[config.mk]
export PLATFORM = sky130hd
export DESIGN_NAME = cat_vec_reader
export DESIGN_NICKNAME = d
export VERILOG_FILES = /design/src/rtl/cat_vec_pkg.sv /design/src/rtl/cat_vec_stage_buf.sv /design/src/rtl/cat_vec_reader.sv
export SDC_FILE = /design/constraint.sdc
export NUM_CORES = 1
export LEC_CHECK = 0
export BUFFER_PORTS_ARGS = -buffer_cell sky130_fd_sc_hd__clkbuf_2
export CAP_MARGIN = 40
export CORE_UTILIZATION = 25
export CTS_CLUSTER_DIAMETER = 40
export DETAILED_ROUTE_END_ITERATION = 6
export RECOVER_POWER = 25
export SLEW_MARGIN = 25
export SYNTH_ARGS = -nofsm -noshare
export SYNTH_HDL_FRONTEND = slang
export SYNTH_SLANG_ARGS = --single-unit
[constraint.sdc]
create_clock -name clk_in -period 2 [get_ports clk_in]
set_input_delay 0.3 -clock clk_in [delete_from_list [all_inputs] [get_ports clk_in]]
set_output_delay 0.3 -clock clk_in [all_outputs]
set_load 0.05 [all_outputs]
[src/rtl/cat_vec_pkg.sv]
// Shared state type and default geometry for the concatenated-vector reader.
package cat_vec_pkg;

    typedef enum logic [1:0] {StIdle, StPull, StDrain} state_e;

    localparam int unsigned DefNBits       = 16;
    localparam int unsigned DefVecElements = 8;
    localparam int unsigned DefElementsIn  = 2;
    localparam int unsigned DefElementsOut = 4;

    localparam int unsigned Cap         = DefElementsIn + DefElementsOut;
    localparam int unsigned PullsPerVec = DefVecElements / DefElementsIn;
    localparam int unsigned BeatsPerVec = DefVecElements / DefElementsOut;
    localparam int unsigned FillW       = $clog2(Cap + 1);

endpackage

[src/rtl/cat_vec_stage_buf.sv]
// Staging buffer: appends ElementsIn-wide chunks, pops ElementsOut-wide beats from element 0.
module cat_vec_stage_buf #(
    parameter int unsigned NBits       = 16,
    parameter int unsigned ElementsIn  = 2,
    parameter int unsigned ElementsOut = 4,
    localparam int unsigned BufCap     = ElementsIn + ElementsOut,
    localparam int unsigned FillBits   = $clog2(BufCap + 1)
) (
    input  logic                         clk_in,
    input  logic                         rst_in,
    input  logic                         flush,
    input  logic                         push,
    input  logic [ElementsIn*NBits-1:0]  push_data,
    input  logic                         pop,
    output logic [FillBits-1:0]          fill,
    output logic [ElementsOut*NBits-1:0] data
);

    logic [BufCap*NBits-1:0] mem_q, mem_d;
    logic [FillBits-1:0]     fill_q, fill_d, base;

    // Slots at and above fill are always zero, so a push can simply be OR-ed in.
    always_comb begin
        mem_d = mem_q;
        base  = fill_q;
        if (pop) begin
            mem_d = mem_q >> (ElementsOut * NBits);
            base  = fill_q - FillBits'(ElementsOut);
        end
        if (push) begin
            mem_d = mem_d | ({{(ElementsOut*NBits){1'b0}}, push_data} << (int'(base) * NBits));
        end
        fill_d = base + (push ? FillBits'(ElementsIn) : '0);
    end

    always_ff @(posedge clk_in) begin
        if (rst_in || flush) begin
            mem_q  <= '0;
            fill_q <= '0;
        end else begin
            mem_q  <= mem_d;
            fill_q <= fill_d;
        end
    end

    assign fill = fill_q;
    assign data = mem_q[ElementsOut*NBits-1:0];

endmodule

[src/rtl/cat_vec_reader.sv]
// Pulls one concatenated vector per src_valid episode and re-emits it as ElementsOut-wide beats.
module cat_vec_reader
    import cat_vec_pkg::*;
#(
    parameter int unsigned NBits       = DefNBits,
    parameter int unsigned VecElements = DefVecElements,
    parameter int unsigned ElementsIn  = DefElementsIn,
    parameter int unsigned ElementsOut = DefElementsOut
) (
    input  logic                         clk_in,
    input  logic                         rst_in,
    input  logic                         src_valid,
    output logic                         src_rd_en,
    input  logic [ElementsIn*NBits-1:0]  src_data,
    output logic [ElementsOut*NBits-1:0] m_data,
    output logic                         m_valid,
    input  logic                         m_ready,
    output logic                         m_last,
    output logic                         busy,
    output logic                         err
);

    localparam int unsigned BufCap   = ElementsIn + ElementsOut;
    localparam int unsigned NumPulls = VecElements / ElementsIn;
    localparam int unsigned NumBeats = VecElements / ElementsOut;
    localparam int unsigned FillBits = $clog2(BufCap + 1);
    localparam int unsigned PullW    = $clog2(NumPulls + 1);
    localparam int unsigned BeatW    = $clog2(NumBeats + 1);

    state_e              state_q, state_d;
    logic [PullW-1:0]    pull_cnt_q, pull_cnt_d;
    logic [BeatW-1:0]    out_cnt_q, out_cnt_d;
    logic                armed_q, armed_d;
    logic                err_q, err_d;
    logic [FillBits-1:0] fill;
    logic                pop, flush, room;

    cat_vec_stage_buf #(
        .NBits      (NBits),
        .ElementsIn (ElementsIn),
        .ElementsOut(ElementsOut)
    ) u_stage_buf (
        .clk_in   (clk_in),
        .rst_in   (rst_in),
        .flush    (flush),
        .push     (src_rd_en),
        .push_data(src_data),
        .pop      (pop),
        .fill     (fill),
        .data     (m_data)
    );

    assign m_valid = (state_q != StIdle) && (int'(fill) >= int'(ElementsOut));
    assign pop     = m_valid && m_ready;
    assign m_last  = m_valid && (out_cnt_q == BeatW'(NumBeats - 1));
    assign busy    = (state_q != StIdle);
    assign err     = err_q;
    // A same-cycle pop frees a beat's worth of slots before the new chunk lands.
    assign room    = (int'(fill) - (pop ? int'(ElementsOut) : 0) + int'(ElementsIn))
                     <= int'(BufCap);

    always_comb begin
        state_d    = state_q;
        pull_cnt_d = pull_cnt_q;
        out_cnt_d  = pop ? out_cnt_q + BeatW'(1) : out_cnt_q;
        armed_d    = armed_q;
        err_d      = err_q;
        flush      = 1'b0;
        src_rd_en  = 1'b0;
        unique case (state_q)
            StIdle: begin
                if (!src_valid) begin
                    armed_d = 1'b1;
                end else if (armed_q) begin
                    state_d    = StPull;
                    pull_cnt_d = '0;
                    out_cnt_d  = '0;
                    armed_d    = 1'b0;
                end
            end
            StPull: begin
                if (!src_valid) begin
                    err_d   = 1'b1;
                    flush   = 1'b1;
                    state_d = StIdle;
                end else if (room) begin
                    src_rd_en  = 1'b1;
                    pull_cnt_d = pull_cnt_q + PullW'(1);
                    if (pull_cnt_q == PullW'(NumPulls - 1)) state_d = StDrain;
                end
            end
            StDrain: begin
                if (pop && (out_cnt_q == BeatW'(NumBeats - 1))) state_d = StIdle;
            end
            default: state_d = StIdle;
        endcase
    end

    always_ff @(posedge clk_in) begin
        if (rst_in) begin
            state_q    <= StIdle;
            pull_cnt_q <= '0;
            out_cnt_q  <= '0;
            armed_q    <= 1'b1;
            err_q      <= 1'b0;
        end else begin
            state_q    <= state_d;
            pull_cnt_q <= pull_cnt_d;
            out_cnt_q  <= out_cnt_d;
            armed_q    <= armed_d;
            err_q      <= err_d;
        end
    end

endmodule

# After elaboration in Yosys (flattened, before gate mapping)
# Index checks and enable logic that the tools add are counted.
# W data, S select, Z words.
# op_classes
reduce_logical	11
bitwise	2
shifts	1
muxes	26
n_lt_le_gt_ge	2
add_sub_neg	6
n_eq_ne	11
# ops
cell	n
$mux W96	2
$or A96 B96 Y96	1
$shl A32 B7 Y96	1
$mux W2	11
$mux W3	6
$ne A2 B2 Y1 const B	5
$reduce_and A5 Y1	2
$ne A3 B3 Y1 const B	2
$pmux W2 S3	1
$pmux W3 S2	1
$add A4 B3 Y5 const B	1
$le A5 B4 Y1 const B	1
$mux W1	5
$eq A2 B1 Y1 const B	2
$logic_and A1 B1 Y1	4
$reduce_bool A2 Y1	2
$sub A3 B3 Y4	1
$add A3 B1 Y3 const B	1
$add A3 B3 Y3	1
$eq A3 B2 Y1 const B	1
$ge A3 B3 Y1 const B	1
$sub A3 B3 Y3 const B	1
$add A2 B1 Y2 const B	1
$eq A2 B2 Y1 const B	1
other kinds (4)	4
# word_totals
input_bits	36
ff_bits	108
output_inout_bits	69
word_cells	66

# Longest topological paths before layout
# Gate-level depths: netlist of the first run.
# depth
depth_word	12
ltp_mapped	9
depth_no_buf	5

# Modules after synthesis
# From an unflattened synthesis of the first run, not the netlist that was laid out.
# unflattened
cells_unflattened	464
hier_area_um2	4604.4
# modules_own_cells
module	cells_per_inst	area_per_inst_um2	n_inst	seq_area_each_um2
cat_vec_stage_buf	404	4075.2	1	1961.9
cat_vec_reader	60	529.3	1	180.2

# Worst setup path before layout of the first run
# Ideal clock, no wire load.
# synth_path
path_kind	flip-flop to flip-flop
start	register state_q[1]
end	register u_stage_buf.fill_q[2], in the netlist u_stage_buf.fill[2]
setup_time_ns	0.115
path_stages_with_launch	10
path_slack_ns	-0.269
t_arrival_ns	2.154
synth_period_minus_slack_ns	2.269
path_buffers	4
required_ns	1.885
path_cell_list	dfxtp_1 > buf_2 > and3b_1 > clkbuf_1 > buf_2 > buf_2 > and2_1 > ha_1 > and3b_1 > o21a_1
# synth_between
elab_chain_len	12
elab_cells_between_ends	16
cone_classes	add/sub: 3; order compare: 1; eq/ne: 1; mux: 7; reduce/logical: 4
# synth_lines
item	line	text
from (decl)	cat_vec_reader.sv:30	state_e state_q, state_d;
from (signal assigned)	cat_vec_reader.sv:101	state_q <= StIdle;
from (signal assigned)	cat_vec_reader.sv:107	state_q <= state_d;
$reduce_bool A2 Y1	cat_vec_reader.sv:53	assign m_valid = (state_q != StIdle) && (int'(fill) >= int'(ElementsOut));
$logic_and A1 B1 Y1	cat_vec_reader.sv:53	
$logic_and A1 B1 Y1	cat_vec_reader.sv:54	assign pop = m_valid && m_ready;
$mux W3	cat_vec_reader.sv:59	assign room = (int'(fill) - (pop ? int'(ElementsOut) : 0) + int'(ElementsIn))
$sub A3 B3 Y4	cat_vec_reader.sv:59	
$add A4 B3 Y5	cat_vec_reader.sv:59	
$le A5 B4 Y1	cat_vec_reader.sv:60	<= int'(BufCap);
$mux W1	cat_vec_reader.sv:86	end else if (room) begin
$mux W1	cat_vec_reader.sv:82	if (!src_valid) begin
$mux W1 (*)	cat_vec_reader.sv:70	unique case (state_q)
via src_rd_en	cat_vec_reader.sv:13	output logic src_rd_en,
$mux W2 (*)	cat_vec_stage_buf.sv:33	fill_d = base + (push ? FillBits'(ElementsIn) : '0);
$add A3 B3 Y3 (*)	cat_vec_stage_buf.sv:33	
to (signal assigned)	cat_vec_stage_buf.sv:42	fill_q <= fill_d;
to (decl)	cat_vec_stage_buf.sv:20	logic [FillBits-1:0] fill_q, fill_d, base;
# Mark *: on every way through the listed nets, which the timed path passes. The rest lies on a longest branch.
# A chain may end at the register's enable or synchronous reset.

# Worst setup path in the final report of the first run
# layout_path
start	register state_q[1]
end	output port m_last
# layout_between
elab_chain_len	3
# layout_lines
item	line	text
$reduce_bool A2 Y1	cat_vec_reader.sv:53	
$logic_and A1 B1 Y1	cat_vec_reader.sv:53	
$logic_and A1 B1 Y1	cat_vec_reader.sv:55	assign m_last = m_valid && (out_cnt_q == BeatW'(NumBeats - 1));
to (decl)	cat_vec_reader.sv:18	output logic m_last,
# No other way between the ends.

==> results of run 1 <==
[worst paths after layout]
kind / endpoint / startpoint / cells past startpoint
hold / removal: u_stage_buf.mem_q[63] / src_data[31] / 2
setup reg to reg: u_stage_buf.mem_q[46] / state_q[0] / 4
setup / recovery: m_last / state_q[1] / 4
hold reg to reg: u_stage_buf.mem_q[66] / u_stage_buf.mem_q[66] / 2
[per-layer routing]
layer	track usage	routed length (µm)
met5	0	0
met4	0.0351	118
met2	0.226	6470
met3	0.0358	788
met1	0.169	5830
[cells in the mapped netlist, types with 4 or more instances]
library cell  number  share of area
dfxtp_1          107           0.44
buf_4             65           0.10
nor2_1            37          0.028
o21a_1            34          0.052
a31oi_1           33          0.042
nand2_1           33          0.025
a2111oi_0         32          0.057
a32o_1            32          0.065
mux2_2            32          0.074
clkbuf_1          30          0.023
buf_2             10          0.010
buf_1              8         0.0061
inv_1              5         0.0038
a21oi_1            4         0.0041
and2_1             4         0.0051
ha_1               4          0.010
nand3_1            4         0.0041
[metrics by stage]
stage	area, µm²	cells	power, mW	worst slack [ns]
after floorplan	4900	507	2.55	0.0111
after global placement	5340	780	2.72	0.205
after detailed placement	5340	780	2.72	0.180
after CTS	5640	795	4.56	0.0707
after global routing	5600	795	4.67	0.0324
final	5600	795	4.48	0.135
[sequential cells by signal (all words and copies together), names as in the netlist]
name / flops
armed_q: 1
u_stage_buf.fill: 2
state_q: 2
out_cnt_q: 2
pull_cnt_q: 3
u_stage_buf.mem_q: 96
err: 1
[area by class of cell]
cell class                 count  area [µm²]
tap                          260         325
clock inverter                 6        75.1
inverter                       5        18.8
timing repair buffer         126         686
sequential                   107        2150
multi-input combinational    282        2120
clock buffer                   9         225
fill                        2037       13400
[worst max-delay path: cells and delay by family, from the launching register on]
family	cells	cell delay, ns
simple gates	2	0.29
buf+inv	2	0.43
flops	1	0.50
[cell families after synthesis]
group                    after synthesis  synth area share
AND/OR/NAND/NOR                       96            0.0900
buffers and inverters                118             0.143
multiplexers                          33            0.0757
XOR/XNOR                               1           0.00179
adder cells (fa/ha/maj)                4            0.0102
AO/OA/AOI/OAI                        148             0.242
flip-flops                           107             0.438
[power breakdown]
| part | switching [mW] | leakage, nW | internal (mW) |
|---|---|---|---|
| combinational | 0.339 | 1.12 | 0.142 |
| sequential | 0.0241 | 0.865 | 2.16 |
| clock | 0.837 | 0.144 | 0.982 |
[layout by cell type, fill, tap and decap left out, types with 3 or more instances in the layout]
cell	synthesis	layout
dfxtp_2	0	3
dfxtp_1	107	104
clkbuf_16	0	9
a32o_1	32	32
nand2_1	33	33
and3_1	3	3
buf_12	0	4
clkbuf_1	30	42
o21a_1	34	33
nand3_1	4	4
a2111oi_0	32	32
a31oi_1	33	33
buf_4	65	19
and2_1	4	3
mux2_2	32	32
inv_1	5	5
ha_1	4	4
nor2_1	37	36
clkbuf_2	0	61
a21oi_1	4	3
[repair_timing]
action,in CTS,in global routing
setup endpoints to repair,2,2
buffers inserted,0,0
hold endpoints to repair,0,0
gates resized for setup,2,1
==> impl_metrics.csv, run 1 <==
group,metric,value,unit
yosys,yosysWarnings,0,
worst_setup_path,r2r_slack,0.22,ns
final_layout,fin_nets,571,
yosys,syn_area,4890,µm²
routing,detail_route.vias_per_cell,4.90,
timing,final-max-slew-violation-count,0,
timing,fmax,536,MHz
worst_setup_path,path_class,"flop to primary output",
timing,fin_tns_setup,0,ns
clock_network,clock_latency,0.36,ns
global_route,grt_usage,0.134,
clock_network,clk_pin_slew_worst_paths,0.08,ns
floorplan,die_y,142,µm
routing,drtIter0Drc,199,
clock_network,hold_buffers,0,
timing,tightest_slew,0.807,ns
floorplan,die_w,142,µm
clock_network,cts.sinks,107,
yosys,synthFlopType,"dfxtp_1",
worst_setup_path,slowest_delay,0.50,ns
routing,wirelength,13200,µm
final_layout,fin_util,0.295,
pwr,irDropWorstVdd,0.000409,V
clock_network,clk_path_buf_depth,2,
global_route,grt_max_degree,49,
timing,setup_viol,0,
global_route,grt_pass1_vias,3668,
clock_network,cts_tree,"done",
final_layout,areaGrowthSynthToFinish,14.3,%
outcome,run_status,"finished clean",
global_route,antenna_found_initial,0,
routing,antenna_left,0,
worst_setup_path,critPathSlowestCell,"dfxtp_2",
routing,wl_per_cell,16.6,µm
timing,hold_viol,0,
clock_network,cts-root-buf,"clkbuf_16",
worst_setup_path,endpoint_kind,"primary output",
clock_network,htreeDepth,3,
worst_setup_path,path_max_fanout,11,
worst_setup_path,start_kind,"flop",
worst_setup_path,critPathRequiredTime,1.70,ns
final_layout,layout-drive-gt1-share,0.273,
global_route,grt_pass1_wl,20600,µm
yosys,ys_ff_latch,107,
floorplan,core,19000,µm²
run,max_cap_violations,0,
floorplan,initial_core_util,0.258,
floorplan,std_cell_rows,50,
floorplan,dieArea,20100,µm²
pwr,power.leakage,2.13,nW
timing,worst_clock_skew,0.00799,ns
placed_design,place.gp.congestion,0.759,
yosys,syn_inst,507,
timing,period_share,0.932,
worst_hold_path,hold_class,"primary input to flop",
pwr,power_density,802,nW/µm²
routing,drt_pre_antenna_iters,4,
yosys,seq_area_frac_synth,0.438,
timing,hold_ws,0.219,ns
yosys,synth.distinct_cells,38,
global_route,gr-total-overflow,0,
floorplan,io_pins,105,
yosys,synth-edff-count,0,
worst_setup_path,path_cells,"nor2_4, inv_1, and3_1, clkbuf_2",
routing,drc,0,
worst_setup_path,arrival,1.56,ns
yosys,synthArstFlopShare,0,
timing,rsz0062_at_grt,"no",
placed_design,portBuffers,104,
placed_design,hpwl,8960,µm
final_layout,diodes,0,
yosys,syn_avg_cell_area,9.65,µm²
timing,relSlewSlack,0.462,
routing,vias,3895,
yosys,syn-num-nets,547,
clock_network,cts_made_buffers,9,
timing,fin_crit,1.86,ns
Note: power is estimated with default switching activity, not from simulation.
==> run 2: changes to the inputs <==
--- a/config.mk
+++ b/config.mk
@@ -10,7 +10,6 @@
 export CORE_UTILIZATION = 25
 export CTS_CLUSTER_DIAMETER = 40
 export DETAILED_ROUTE_END_ITERATION = 6
-export RECOVER_POWER = 25
 export SLEW_MARGIN = 25
 export SYNTH_ARGS = -nofsm -noshare
 export SYNTH_HDL_FRONTEND = slang
==> impl_metrics.csv, run 2 (synthesized netlist as in run 1, its figures left out) <==
group,metric,value,unit
global_route,gr-total-overflow,0,
timing,rsz0062_at_grt,"no",
timing,fin_tns_setup,0,ns
timing,period_share,0.928,
clock_network,cts_tree,"done",
floorplan,initial_core_util,0.258,
global_route,grt_pass1_vias,3668,
worst_setup_path,critPathSlowestCell,"dfxtp_2",
worst_setup_path,arrival,1.56,ns
clock_network,cts.sinks,107,
timing,hold_viol,0,
pwr,p_total,4.49,mW
routing,vias,3869,
global_route,grt_max_degree,49,
worst_setup_path,rr_worst_depth,4,
worst_hold_path,hold_class,"primary input to flop",
placed_design,place.gp.congestion,0.759,
worst_setup_path,slowest_delay,0.49,ns
final_layout,reg_top3,"u_stage_buf.mem_q x96, pull_cnt_q x3",
routing,antenna_left,0,
run,max_cap_violations,0,
routing,wl_per_cell,16.6,µm
final_layout,final_cell_mix,"dfxtp_1, clkbuf_2, nor2_1",
routing,drc,0,
timing,fmax,539,MHz
final_layout,areaGrowthSynthToFinish,15.4,%
clock_network,clk_pin_slew_worst_paths,0.08,ns
worst_setup_path,critPathRequiredTime,1.70,ns
clock_network,htreeDepth,3,
floorplan,core,19000,µm²
worst_setup_path,path_cells,"nor2_4, inv_1, and3_1, clkbuf_2",
global_route,antenna_found_initial,0,
timing,setup_viol,0,
floorplan,io_pins,105,
worst_setup_path,r2r-start,"state_q[0]",
worst_setup_path,r2r_slack,0.21,ns
timing,worst_clock_skew,0.00834,ns
timing,hold_ws,0.219,ns
routing,detail_route.vias_per_cell,4.87,
routing,wirelength,13200,µm
final_layout,fillers,2014,
final_layout,layout-drive-gt1-share,0.351,
worst_setup_path,r2r-end,"u_stage_buf.mem_q[46]",
worst_setup_path,path_class,"flop to primary output",
global_route,grt_pass1_wl,20600,µm
timing,tightest_slew,0.815,ns
worst_setup_path,startpoint,"state_q[1]",
floorplan,dieArea,20100,µm²
worst_setup_path,path_max_fanout,11,
floorplan,die_y,142,µm
routing,drt_pre_antenna_iters,4,
timing,relSlewSlack,0.457,
pwr,power_density,795,nW/µm²
clock_network,cts_made_buffers,9,
final_layout,layout_commonest_cell,"dfxtp_1",
final_layout,largest_reg_flops,96,
timing,final-max-slew-violation-count,0,
pwr,power.leakage,2.27,nW
placed_design,hpwl,8960,µm
pwr,irDropWorstVdd,0.000409,V
floorplan,std_cell_rows,50,
timing,fin_crit,1.86,ns
worst_setup_path,endpoint_kind,"primary output",
worst_setup_path,start_kind,"flop",
outcome,run_status,"finished clean",
final_layout,diodes,0,
floorplan,die_w,142,µm
placed_design,portBuffers,104,
routing,drtIter0Drc,218,
clock_network,clk_path_buf_depth,2,
worst_setup_path,endpoint,"m_last",
clock_network,cts-root-buf,"clkbuf_16",
global_route,grt_usage,0.134,
clock_network,clock_latency,0.36,ns
final_layout,top_register,"u_stage_buf.mem_q",
final_layout,fin_nets,571,
[run 2: cell counts in the layout (fill, tap and decap cells not counted)]
Identical to the previous run, type by type.
[run 2: worst max-delay path, delay by kind of cell, from the launching register on]
kind	cells	cell delay, ns
buffers and inverters	2	0.43
DFF	1	0.49
and+or+nand+nor	2	0.28
[run 2: metrics by stage]
stage	area (µm²)	utilization	cells	setup WS, ns
after floorplan	4900	-	507	0.0111
after global placement	5340	0.282	780	0.205
after detailed placement	5340	0.282	780	0.180
after CTS	5640	0.298	795	0.0707
after global routing	5650	0.298	795	0.0324
final	5650	0.298	795	0.143
[run 2: report_power, final]
group	leakage [nW]	total [mW]	switching, mW	internal, mW
Combinational	1.27	0.486	0.340	0.146
Sequential	0.865	2.18	0.0241	2.16
Clock	0.144	1.82	0.839	0.982
Total	2.27	4.49	1.20	3.29
[run 2: repair_timing]
action                     4_1_cts  5_1_grt
setup buffers                    0        0
hold buffers                     0        0
gates resized for setup          2        1
setup endpoints to repair        2        2
[run 2: area by class of cell]
class,instances,area [µm²],area share
clock buffers,9,225,0.0399
well taps,260,325,0.0576
clock inverters,6,75.1,0.0133
inverters,5,18.8,0.00332
multi-input cells,282,2120,0.375
flip-flops and latches,107,2150,0.380
repair buffers,126,738,0.131
[run 2: metal layers]
layer | vias up | global-route usage | share of wire
li1 | 1865 | - | -
met1 | 1884 | 0.169 | 0.45
met2 | 109 | 0.226 | 0.49
met3 | 11 | 0.0358 | 0.056
met4 | 0 | 0.0351 | 0.0089
met5 | - | 0 | 0
[run 2: worst min-delay path by stage]
stage / from / endpoint / slack [ns] / cells after the start
2_1_floorplan: u_stage_buf.mem_q[64] / u_stage_buf.mem_q[64] / 0.43 / 2
3_3_place_gp: u_stage_buf.mem_q[89] / u_stage_buf.mem_q[89] / 0.44 / 2
3_5_place_dp: u_stage_buf.mem_q[66] / u_stage_buf.mem_q[66] / 0.45 / 2
4_1_cts: src_data[31] / u_stage_buf.mem_q[63] / 0.20 / 2
5_1_grt: src_data[29] / u_stage_buf.mem_q[61] / 0.21 / 2
6_report: src_data[0] / u_stage_buf.mem_q[32] / 0.22 / 2
